<file path="src/rtl/bram_port_arbiter_pkg.sv">
// Shared types for the BRAM port arbiter and other BRAM clients:
// FSM encodings, requester ids and default bus widths.
package bram_arb_pkg;

  localparam int DEF_ADDR_W = 12;
  localparam int DEF_DATA_W = 8;

  typedef enum logic [1:0] {
    IDLE  = 2'd0,
    OWN_A = 2'd1,
    OWN_B = 2'd2
  } arbState_t;

  localparam logic PORT_A = 1'b0;
  localparam logic PORT_B = 1'b1;

  typedef struct packed {
    arbState_t state;
    logic      rrPtr;
  } arbDbg_t;

endpackage

</file>
<file path="src/rtl/bram_port_arbiter_if.sv">
// One requester's view of the shared BRAM port.
// Handshake: req (with lock/we/addr/wdata) is held until gnt; a beat is a
// cycle with req & gnt. rvalid qualifies rdata for exactly one cycle.
interface bram_port_arbiter_if
  import bram_arb_pkg::*;
#(
  parameter int ADDR_W = DEF_ADDR_W,
  parameter int DATA_W = DEF_DATA_W
) ();
  logic              req;
  logic              lock;
  logic              we;
  logic [ADDR_W-1:0] addr;
  logic [DATA_W-1:0] wdata;
  logic              gnt;
  logic              rvalid;
  logic [DATA_W-1:0] rdata;

  modport master (output req, lock, we, addr, wdata, input gnt, rvalid, rdata);
  modport slave  (input req, lock, we, addr, wdata, output gnt, rvalid, rdata);
endinterface

</file>
<file path="src/rtl/bram_port_arbiter_rd_tag_pipe.sv">
// DEPTH-stage {valid,port} shift register that tracks outstanding BRAM reads
// so returning data can be steered to the requester that issued it.
module rd_tag_pipe #(
  parameter int DEPTH = 1
) (
  input  logic clk,
  input  logic rst_n,
  input  logic inValid,
  input  logic inPort,
  output logic outValid,
  output logic outPort
);
  logic [DEPTH-1:0] validPipe;
  logic [DEPTH-1:0] portPipe;

  always_ff @(posedge clk or negedge rst_n) begin
    if (!rst_n) begin
      validPipe <= '0;
      portPipe  <= '0;
    end else begin
      validPipe[0] <= inValid;
      portPipe[0]  <= inPort;
      for (int i = 1; i < DEPTH; i++) begin
        validPipe[i] <= validPipe[i-1];
        portPipe[i]  <= portPipe[i-1];
      end
    end
  end

  assign outValid = validPipe[DEPTH-1];
  assign outPort  = portPipe[DEPTH-1];
endmodule

</file>
<file path="src/rtl/bram_port_arbiter.sv">
// Round-robin arbiter sharing one BRAM port between the EPP bridge (A) and the
// acquisition engine (B), with lockable bursts capped under contention.
module bram_port_arbiter
  import bram_arb_pkg::*;
#(
  parameter int ADDR_W    = DEF_ADDR_W,
  parameter int DATA_W    = DEF_DATA_W,
  parameter int RD_LAT    = 1,
  parameter int MAX_BURST = 16
) (
  input  logic              clk,
  input  logic              rst_n,
  bram_port_arbiter_if.slave portA,
  bram_port_arbiter_if.slave portB,
  output logic              bram_en,
  output logic              bram_we,
  output logic [ADDR_W-1:0] bram_addr,
  output logic [DATA_W-1:0] bram_din,
  input  logic [DATA_W-1:0] bram_dout,
  output arbDbg_t           dbg
);
  localparam int CNT_W = (MAX_BURST > 1) ? $clog2(MAX_BURST) : 1;
  localparam logic [CNT_W-1:0] CAP = CNT_W'(MAX_BURST - 1);

  arbState_t        state;
  logic             rrPtr;
  logic [CNT_W-1:0] beatCnt;
  logic             ownA, ownB, beat, rdBeat, issuePort;
  logic             relA, relB, tagValid, tagPort;

  assign ownA      = (state == OWN_A);
  assign ownB      = (state == OWN_B);
  assign portA.gnt = ownA & portA.req;
  assign portB.gnt = ownB & portB.req;
  assign beat      = portA.gnt | portB.gnt;

  // Owner gives up the port when idle, when unlocked and contested, or at the burst cap.
  assign relA = !portA.req || (portB.req && (!portA.lock || beatCnt == CAP));
  assign relB = !portB.req || (portA.req && (!portB.lock || beatCnt == CAP));

  always_comb begin
    bram_en   = beat;
    bram_we   = 1'b0;
    bram_addr = '0;
    bram_din  = '0;
    if (ownA) begin
      bram_we   = portA.we & portA.req;
      bram_addr = portA.addr;
      bram_din  = portA.wdata;
    end else if (ownB) begin
      bram_we   = portB.we & portB.req;
      bram_addr = portB.addr;
      bram_din  = portB.wdata;
    end
  end

  assign rdBeat    = beat & ~bram_we;
  assign issuePort = ownB ? PORT_B : PORT_A;

  rd_tag_pipe #(.DEPTH(RD_LAT)) uTagPipe (
    .clk      (clk),
    .rst_n    (rst_n),
    .inValid  (rdBeat),
    .inPort   (issuePort),
    .outValid (tagValid),
    .outPort  (tagPort)
  );

  // BRAM output register is the capture stage; data is gated to the tagged cycle.
  assign portA.rvalid = tagValid & (tagPort == PORT_A);
  assign portB.rvalid = tagValid & (tagPort == PORT_B);
  assign portA.rdata  = tagValid ? bram_dout : '0;
  assign portB.rdata  = tagValid ? bram_dout : '0;

  assign dbg.state = state;
  assign dbg.rrPtr = rrPtr;

  always_ff @(posedge clk or negedge rst_n) begin
    if (!rst_n) begin
      state   <= IDLE;
      rrPtr   <= PORT_A;
      beatCnt <= '0;
    end else begin
      case (state)
        IDLE: begin
          beatCnt <= '0;
          if (portA.req && (!portB.req || rrPtr == PORT_A)) state <= OWN_A;
          else if (portB.req)                               state <= OWN_B;
        end
        OWN_A: begin
          if (relA) begin
            state   <= portB.req ? OWN_B : IDLE;
            rrPtr   <= PORT_B;
            beatCnt <= '0;
          end else if (beatCnt != CAP) begin
            beatCnt <= beatCnt + CNT_W'(1);
          end
        end
        OWN_B: begin
          if (relB) begin
            state   <= portA.req ? OWN_A : IDLE;
            rrPtr   <= PORT_A;
            beatCnt <= '0;
          end else if (beatCnt != CAP) begin
            beatCnt <= beatCnt + CNT_W'(1);
          end
        end
        default: begin
          state   <= IDLE;
          beatCnt <= '0;
        end
      endcase
    end
  end
endmodule

</file>
<file path="src/flat_wrapper.sv">
// flat-port wrapper written by rule: the top's interface ports become plain ports
module bram_port_arbiter_flat import bram_arb_pkg::*;
#(
  parameter int ADDR_W    = DEF_ADDR_W,
  parameter int DATA_W    = DEF_DATA_W,
  parameter int RD_LAT    = 1,
  parameter int MAX_BURST = 16
)
  (clk, rst_n, bram_en, bram_we, bram_addr, bram_din, bram_dout, dbg, portA_req, portA_lock, portA_we, portA_addr, portA_wdata, portA_gnt, portA_rvalid, portA_rdata, portB_req, portB_lock, portB_we, portB_addr, portB_wdata, portB_gnt, portB_rvalid, portB_rdata);
  bram_port_arbiter_if #(.ADDR_W(ADDR_W), .DATA_W(DATA_W)) portA_i ();
  bram_port_arbiter_if #(.ADDR_W(ADDR_W), .DATA_W(DATA_W)) portB_i ();
  input  logic clk;
  input  logic rst_n;
  output logic bram_en;
  output logic bram_we;
  output logic [ADDR_W-1:0] bram_addr;
  output logic [DATA_W-1:0] bram_din;
  input  logic [DATA_W-1:0] bram_dout;
  output arbDbg_t dbg;
  input wire logic [$bits(portA_i.req)-1:0] portA_req;
  input wire logic [$bits(portA_i.lock)-1:0] portA_lock;
  input wire logic [$bits(portA_i.we)-1:0] portA_we;
  input wire logic [$bits(portA_i.addr)-1:0] portA_addr;
  input wire logic [$bits(portA_i.wdata)-1:0] portA_wdata;
  output wire logic [$bits(portA_i.gnt)-1:0] portA_gnt;
  output wire logic [$bits(portA_i.rvalid)-1:0] portA_rvalid;
  output wire logic [$bits(portA_i.rdata)-1:0] portA_rdata;
  input wire logic [$bits(portB_i.req)-1:0] portB_req;
  input wire logic [$bits(portB_i.lock)-1:0] portB_lock;
  input wire logic [$bits(portB_i.we)-1:0] portB_we;
  input wire logic [$bits(portB_i.addr)-1:0] portB_addr;
  input wire logic [$bits(portB_i.wdata)-1:0] portB_wdata;
  output wire logic [$bits(portB_i.gnt)-1:0] portB_gnt;
  output wire logic [$bits(portB_i.rvalid)-1:0] portB_rvalid;
  output wire logic [$bits(portB_i.rdata)-1:0] portB_rdata;
  assign portA_i.req = portA_req;
  assign portA_i.lock = portA_lock;
  assign portA_i.we = portA_we;
  assign portA_i.addr = portA_addr;
  assign portA_i.wdata = portA_wdata;
  assign portA_gnt = portA_i.gnt;
  assign portA_rvalid = portA_i.rvalid;
  assign portA_rdata = portA_i.rdata;
  assign portB_i.req = portB_req;
  assign portB_i.lock = portB_lock;
  assign portB_i.we = portB_we;
  assign portB_i.addr = portB_addr;
  assign portB_i.wdata = portB_wdata;
  assign portB_gnt = portB_i.gnt;
  assign portB_rvalid = portB_i.rvalid;
  assign portB_rdata = portB_i.rdata;
  bram_port_arbiter #(.ADDR_W(ADDR_W), .DATA_W(DATA_W), .RD_LAT(RD_LAT), .MAX_BURST(MAX_BURST)) u_core (.clk(clk), .rst_n(rst_n), .portA(portA_i), .portB(portB_i), .bram_en(bram_en), .bram_we(bram_we), .bram_addr(bram_addr), .bram_din(bram_din), .bram_dout(bram_dout), .dbg(dbg));
endmodule
</file>
<file path="config.mk">
export PLATFORM = sky130hd
export DESIGN_NAME = bram_port_arbiter_flat
export DESIGN_NICKNAME = d
export VERILOG_FILES = /design/src/rtl/bram_port_arbiter_pkg.sv /design/src/rtl/bram_port_arbiter_if.sv /design/src/rtl/bram_port_arbiter_rd_tag_pipe.sv /design/src/rtl/bram_port_arbiter.sv /design/src/flat_wrapper.sv
export SDC_FILE = /design/constraint.sdc
export NUM_CORES = 1
export LEC_CHECK = 0
export BUFFER_PORTS_ARGS = -buffer_cell sky130_fd_sc_hd__buf_2
export CORE_ASPECT_RATIO = 1.4
export CORE_UTILIZATION = 35
export CTS_BUF_LIST = sky130_fd_sc_hd__clkbuf_4 sky130_fd_sc_hd__clkbuf_8
export DETAILED_ROUTE_END_ITERATION = 10
export HOLD_SLACK_MARGIN = 0.08
export PLACE_DENSITY = 0.86
export SYNTH_ARGS = -nofsm -noshare
export SYNTH_HDL_FRONTEND = slang
export SYNTH_SLANG_ARGS = --single-unit
</file>
<file path="constraint.sdc">
create_clock -name clk -period 1.9 [get_ports clk]
set_input_delay 0.38 -clock clk [delete_from_list [all_inputs] [get_ports clk]]
set_output_delay 0.38 -clock clk [all_outputs]
set_load 0.01 [all_outputs]
</file>
== Yosys cells after proc, flatten, opt, wreduce, memory -nomap -nowiden ==
Index checks and enable logic that the tools add are counted.

* Register bits: 9
* Input bits: 56
* Output and inout bits: 45

* Add/subtract/negate cells: 1
* Equal/unequal tests: 7
* Multiplexer cells: 22
* Bitwise operators: 11
* Reduce and logical (&&, ||, !) cells: 16

{| class="wikitable"
|+ Operators with widths
! cell !! count
|-
| $mux 12 || 2
|-
| $mux 8 || 3
|-
| $mux 4 || 3
|-
| $mux 2 || 5
|-
| $pmux 4 s2 || 1
|-
| $and 1x1->1 || 7
|-
| $mux 1 || 6
|-
| $pmux 2 s3 || 1
|-
| $reduce_and 3->1 || 2
|-
| $logic_or 1x1->1 || 5
|-
| $add 4x1->4 const B || 1
|-
| $eq 4x4->1 const B || 1
|-
| $logic_not 1->1 || 4
|-
| $ne 2x2->1 const B || 2
|-
| $ne 4x4->1 const B || 1
|-
| $logic_and 1x1->1 || 3
|-
| $ne 3x2->1 const B || 1
|-
| $not 1->1 || 3
|-
| $eq 2x1->1 const B || 1
|-
| $eq 2x2->1 const B || 1
|-
| $logic_not 2->1 || 1
|-
| $pmux 1 s2 || 1
|-
| $reduce_bool 2->1 || 1
|-
| $or 1x1->1 || 1
|}

== Logic depth before layout (Yosys ltp) ==
* Word-level depth: 6
* Mapped depth: 8
* Depth with buffers taken out: 7

== Modules after synthesis ==
From an unflattened synthesis, not the netlist that was laid out.

* Cell total of the unflattened synthesis: 101
* Area, all modules: 874.6 um^2

{| class="wikitable"
|+ By module, submodules not included
! module !! instances !! cells an instance !! area each (um^2) !! seq. area each (um^2)
|-
| bram_port_arbiter || 1 || 99 || 824.5 || 175.2
|-
| rd_tag_pipe || 1 || 2 || 50.0 || 50.0
|}

== Worst setup path after synthesis ==
Ideal clock, no wire load.

* Kind: reg2out
* Start point: register u_core.state[1]
* End point: output bram_addr[10]
* Arrival time: 1.450 ns
* Path slack: 0.070 ns
* Stages on the path, launching flop included: 8
* Cell sequence: dfrtp_1 > inv_1 > ha_1 > buf_6 > nor2b_1 > buf_2 > buf_2 > a22o_1

* Word-level cells in the longest chain between the ends: 3

{| class="wikitable"
|+ RTL lines
! item !! line !! text
|-
| start: declaration || bram_port_arbiter.sv:25 || <nowiki>arbState_t state;</nowiki>
|-
| start signal: assignment || bram_port_arbiter.sv:92 || <nowiki>state <= portB.req ? OWN_B : IDLE;</nowiki>
|-
| start signal: assignment || bram_port_arbiter.sv:101 || <nowiki>state <= portA.req ? OWN_A : IDLE;</nowiki>
|-
| $eq 2x2->1 || bram_port_arbiter.sv:32 || <nowiki>assign ownB = (state == OWN_B);</nowiki>
|-
| $mux 12 || bram_port_arbiter.sv:50 || <nowiki>end else if (ownB) begin</nowiki>
|-
| $mux 12 (*) || bram_port_arbiter.sv:46 || <nowiki>if (ownA) begin</nowiki>
|-
| end: declaration || flat_wrapper.sv:16 || <nowiki>output logic [ADDR_W-1:0] bram_addr;</nowiki>
|}

Every way passes the cells marked *; elsewhere a longest branch is shown, timed or not.

== Worst setup path after layout ==
* Start point: register u_core.state[0]
* End point: output bram_addr[4]

Same word-level chain as after synthesis.

==> impl_metrics.ini <==
[clock_tree]
htreeDepth = 1
cts_buffer_depth = 2
cts.sinks = 9
cts-root-buf = clkbuf_4
clk_latency_ns = 0.26
clk_pin_slew_worst_paths_ns = 0.05
tritoncts = built
cts_buffers = 3

[cells_and_area]
fill_cells = 212
drive_gt1_share_pct = 60.2
syn_to_final_growth_pct = 70.3
final_cell_mix = buf_2 (100), a22o_1 (19), and2_1 (9)
design_area_mm2 = 0.00150
final_common_cell = buf_2
nNetsFinal = 268
n_antenna_cell = 0

[timing]
clock_skew_ns = 0.00752
finalSetupViolCount = 4
period_share_pct = 101
relSlewSlack_pct = 83.5
hold_viol = 0
setup_tns_ns = -0.0411
timing.hold.ws_ns = 0.425
rsz0062_at_grt = yes
tightestPinTransition_ns = 0.245
fmax_mhz = 522
fin_crit_ns = 1.92
finalMaxSlewViolations = 0
worst_slack_ns = -0.0160

[setup_path]
startpoint = u_core.state[0]
worstSetupPathType = flip-flop to output pin
crit_path_end = bram_addr[4]
crit_fanout = 7
critPathSlowestCell = dfrtp_1
slowest_delay_ns = 0.40
reg2regPathDepth = 5
startpoint_type = flip-flop
crit_arrival_ns = 1.54
r2r_setup_slack_ns = 0.18
r2r-end = u_core.state[0]
required_ns = 1.52
end_kind = output pin
path_cells = buf_6 -> ha_4 -> nor2b_4 -> buf_4 -> a22o_1 -> buf_2
r2r-start = u_core.beatCnt[0]

[global_routing]
grt_use_total_pct = 21.7
grt_max_degree = 21
grt_util_met1_pct = 21.5
grt_overflow = 0
grt_pass1_vias = 1080
grt_use_met2_pct = 46.2
antenna_found_initial = 0
top_usage_layer = met2
met3_usage_pct = 1.17
grt_pass1_wl_mm = 4.41

[synthesis]
yosys-top-cells-area = dfrtp_1 (25%), a22o_1 (19%), buf_4 (7.6%)
syn_nets = 166
synth.avg_cell_area_um2 = 8.41
yosysWarningCount = 0
syn_inst = 105
synth_cell_type_count = 30
syn_area_um2 = 883
yosys.area.top_type_share_pct = 25.5
synth_seq_area_share_pct = 25.5
synth-seq-cells = 9
yosysTopAreaCell = dfrtp_1

[place]
io_buffers = 100
gp_congestion = 0.915
preCtsSetupSlack_ns = 0.0938
placed_cell_area_mm2 = 0.00135
dp_hpwl_mm = 2.50

[routing]
wl_mm = 3.13
dr.pass1.iters = 4
wire_per_inst_um = 13.0
viasPerCell = 5.04
drt-initial-drc-count = 24
postRouteAntennaNets = 0
vias = 1209
drc = 0

[worst_hold_path]
hp-class = primary input to flip-flop
hp-start = portA_we

[power]
p_leak_uw = 0.000919
peakVddDrop_v = 0.000623
power_density_mw_per_mm2 = 1130

[floorplan]
die_h_um = 61.4
initial_core_util_pct = 36.9
io_pins = 101
coreArea_mm2 = 0.00239
die_area_mm2 = 0.00273
die_width_um = 44.5
core.rowCount = 21

[status]
failed_checks = setup timing
status = finished, violations left

[flow_run]
drv_cap = 0
## flip-flops by register name, indices dropped and copies added (netlist names)
name,count
u_core.beatCnt,4
u_core.rrPtr,1
u_core.state,2
u_core.uTagPipe.outPort,1
u_core.uTagPipe.outValid,1
## Yosys cell counts
library cell / number
a211oi_1: 1
or3b_2: 1
nor2_1: 5
xnor2_1: 1
ha_1: 5
mux2i_1: 2
a32o_1: 1
a21oi_1: 2
or2b_1: 1
buf_2: 2
dfrtp_1: 9
nand2_1: 7
a211o_1: 1
and2_1: 9
inv_1: 6
nor3_1: 1
nand4_1: 2
buf_4: 9
buf_6: 1
o211ai_1: 1
o21ai_0: 2
nor2b_1: 2
o2bb2ai_1: 1
a22o_1: 19
a31oi_1: 3
and3_1: 2
nand3_1: 4
clkbuf_1: 2
a21boi_0: 1
nand2b_1: 2
## how the worst min path moves through the flow
stage | to | depth (start not counted)
finish | u_core.uTagPipe.outValid | 3
global route | u_core.uTagPipe.outValid | 3
CTS | u_core.uTagPipe.outValid | 3
detailed placement | u_core.beatCnt[3] | 1
global placement | u_core.beatCnt[0] | 1
floorplan | u_core.beatCnt[0] | 0
## critical path, delay by kind of cell, from the launching register on
kind	cells	cell delay, ns
adder cells (fa/ha/maj)	1	0.18
AO/OA/AOI/OAI	1	0.12
buffers and inverters	3	0.41
flip-flops	1	0.40
AND/OR/NAND/NOR	1	0.17
## power by group
group	switching (uW)	internal [uW]
sequential	57.7	243
clock	63.2	95.0
combinational	619	618
total	739	956
## stage by stage
stage	instances	power [uW]	util, %
floorplan	105	982	-
global placement	228	1310	56.6
detailed placement	228	1340	56.6
CTS	236	1640	61.5
global route	240	1820	62.9
finish	240	1700	62.9
## final cells by class
cell class,instances,area [um^2],share of cell area (%)
multi-input cells,76,578,38.4
clock buffers,4,30.0,2.00
flip-flops and latches,9,226,15.1
inverters,6,22.5,1.50
repair buffers,111,604,40.2
well taps,34,42.5,2.83
## routing by layer
layer	vias up	share of wire, %
met5	-	0
met4	0	0.45
met3	2	8.5
met2	85	56
met1	545	35
li1	577	-
## kinds of logic (layout without fill, tap and decap cells)
kind of cell,count (synthesis),count (layout),share of synthesized area [%]
simple gates,36,36,21.8
xor+xnor,1,1,0.992
fa+ha+maj,5,5,7.08
flops,9,9,25.5
buf+inv,20,121,13.5
compound gates,32,32,28.9
mux,2,2,2.27
## repair_timing
item / 4_1_cts / 5_1_grt
pin swaps: 1 / 1
hold buffers: 1 / 0
hold endpoints to repair: 9 / 0
cloned: 2 / 1
setup endpoints to repair: 21 / 21
gates resized for setup: 17 / 3
setup buffers: 1 / 3
No activity file was read; power rests on OpenSTA's default activity.
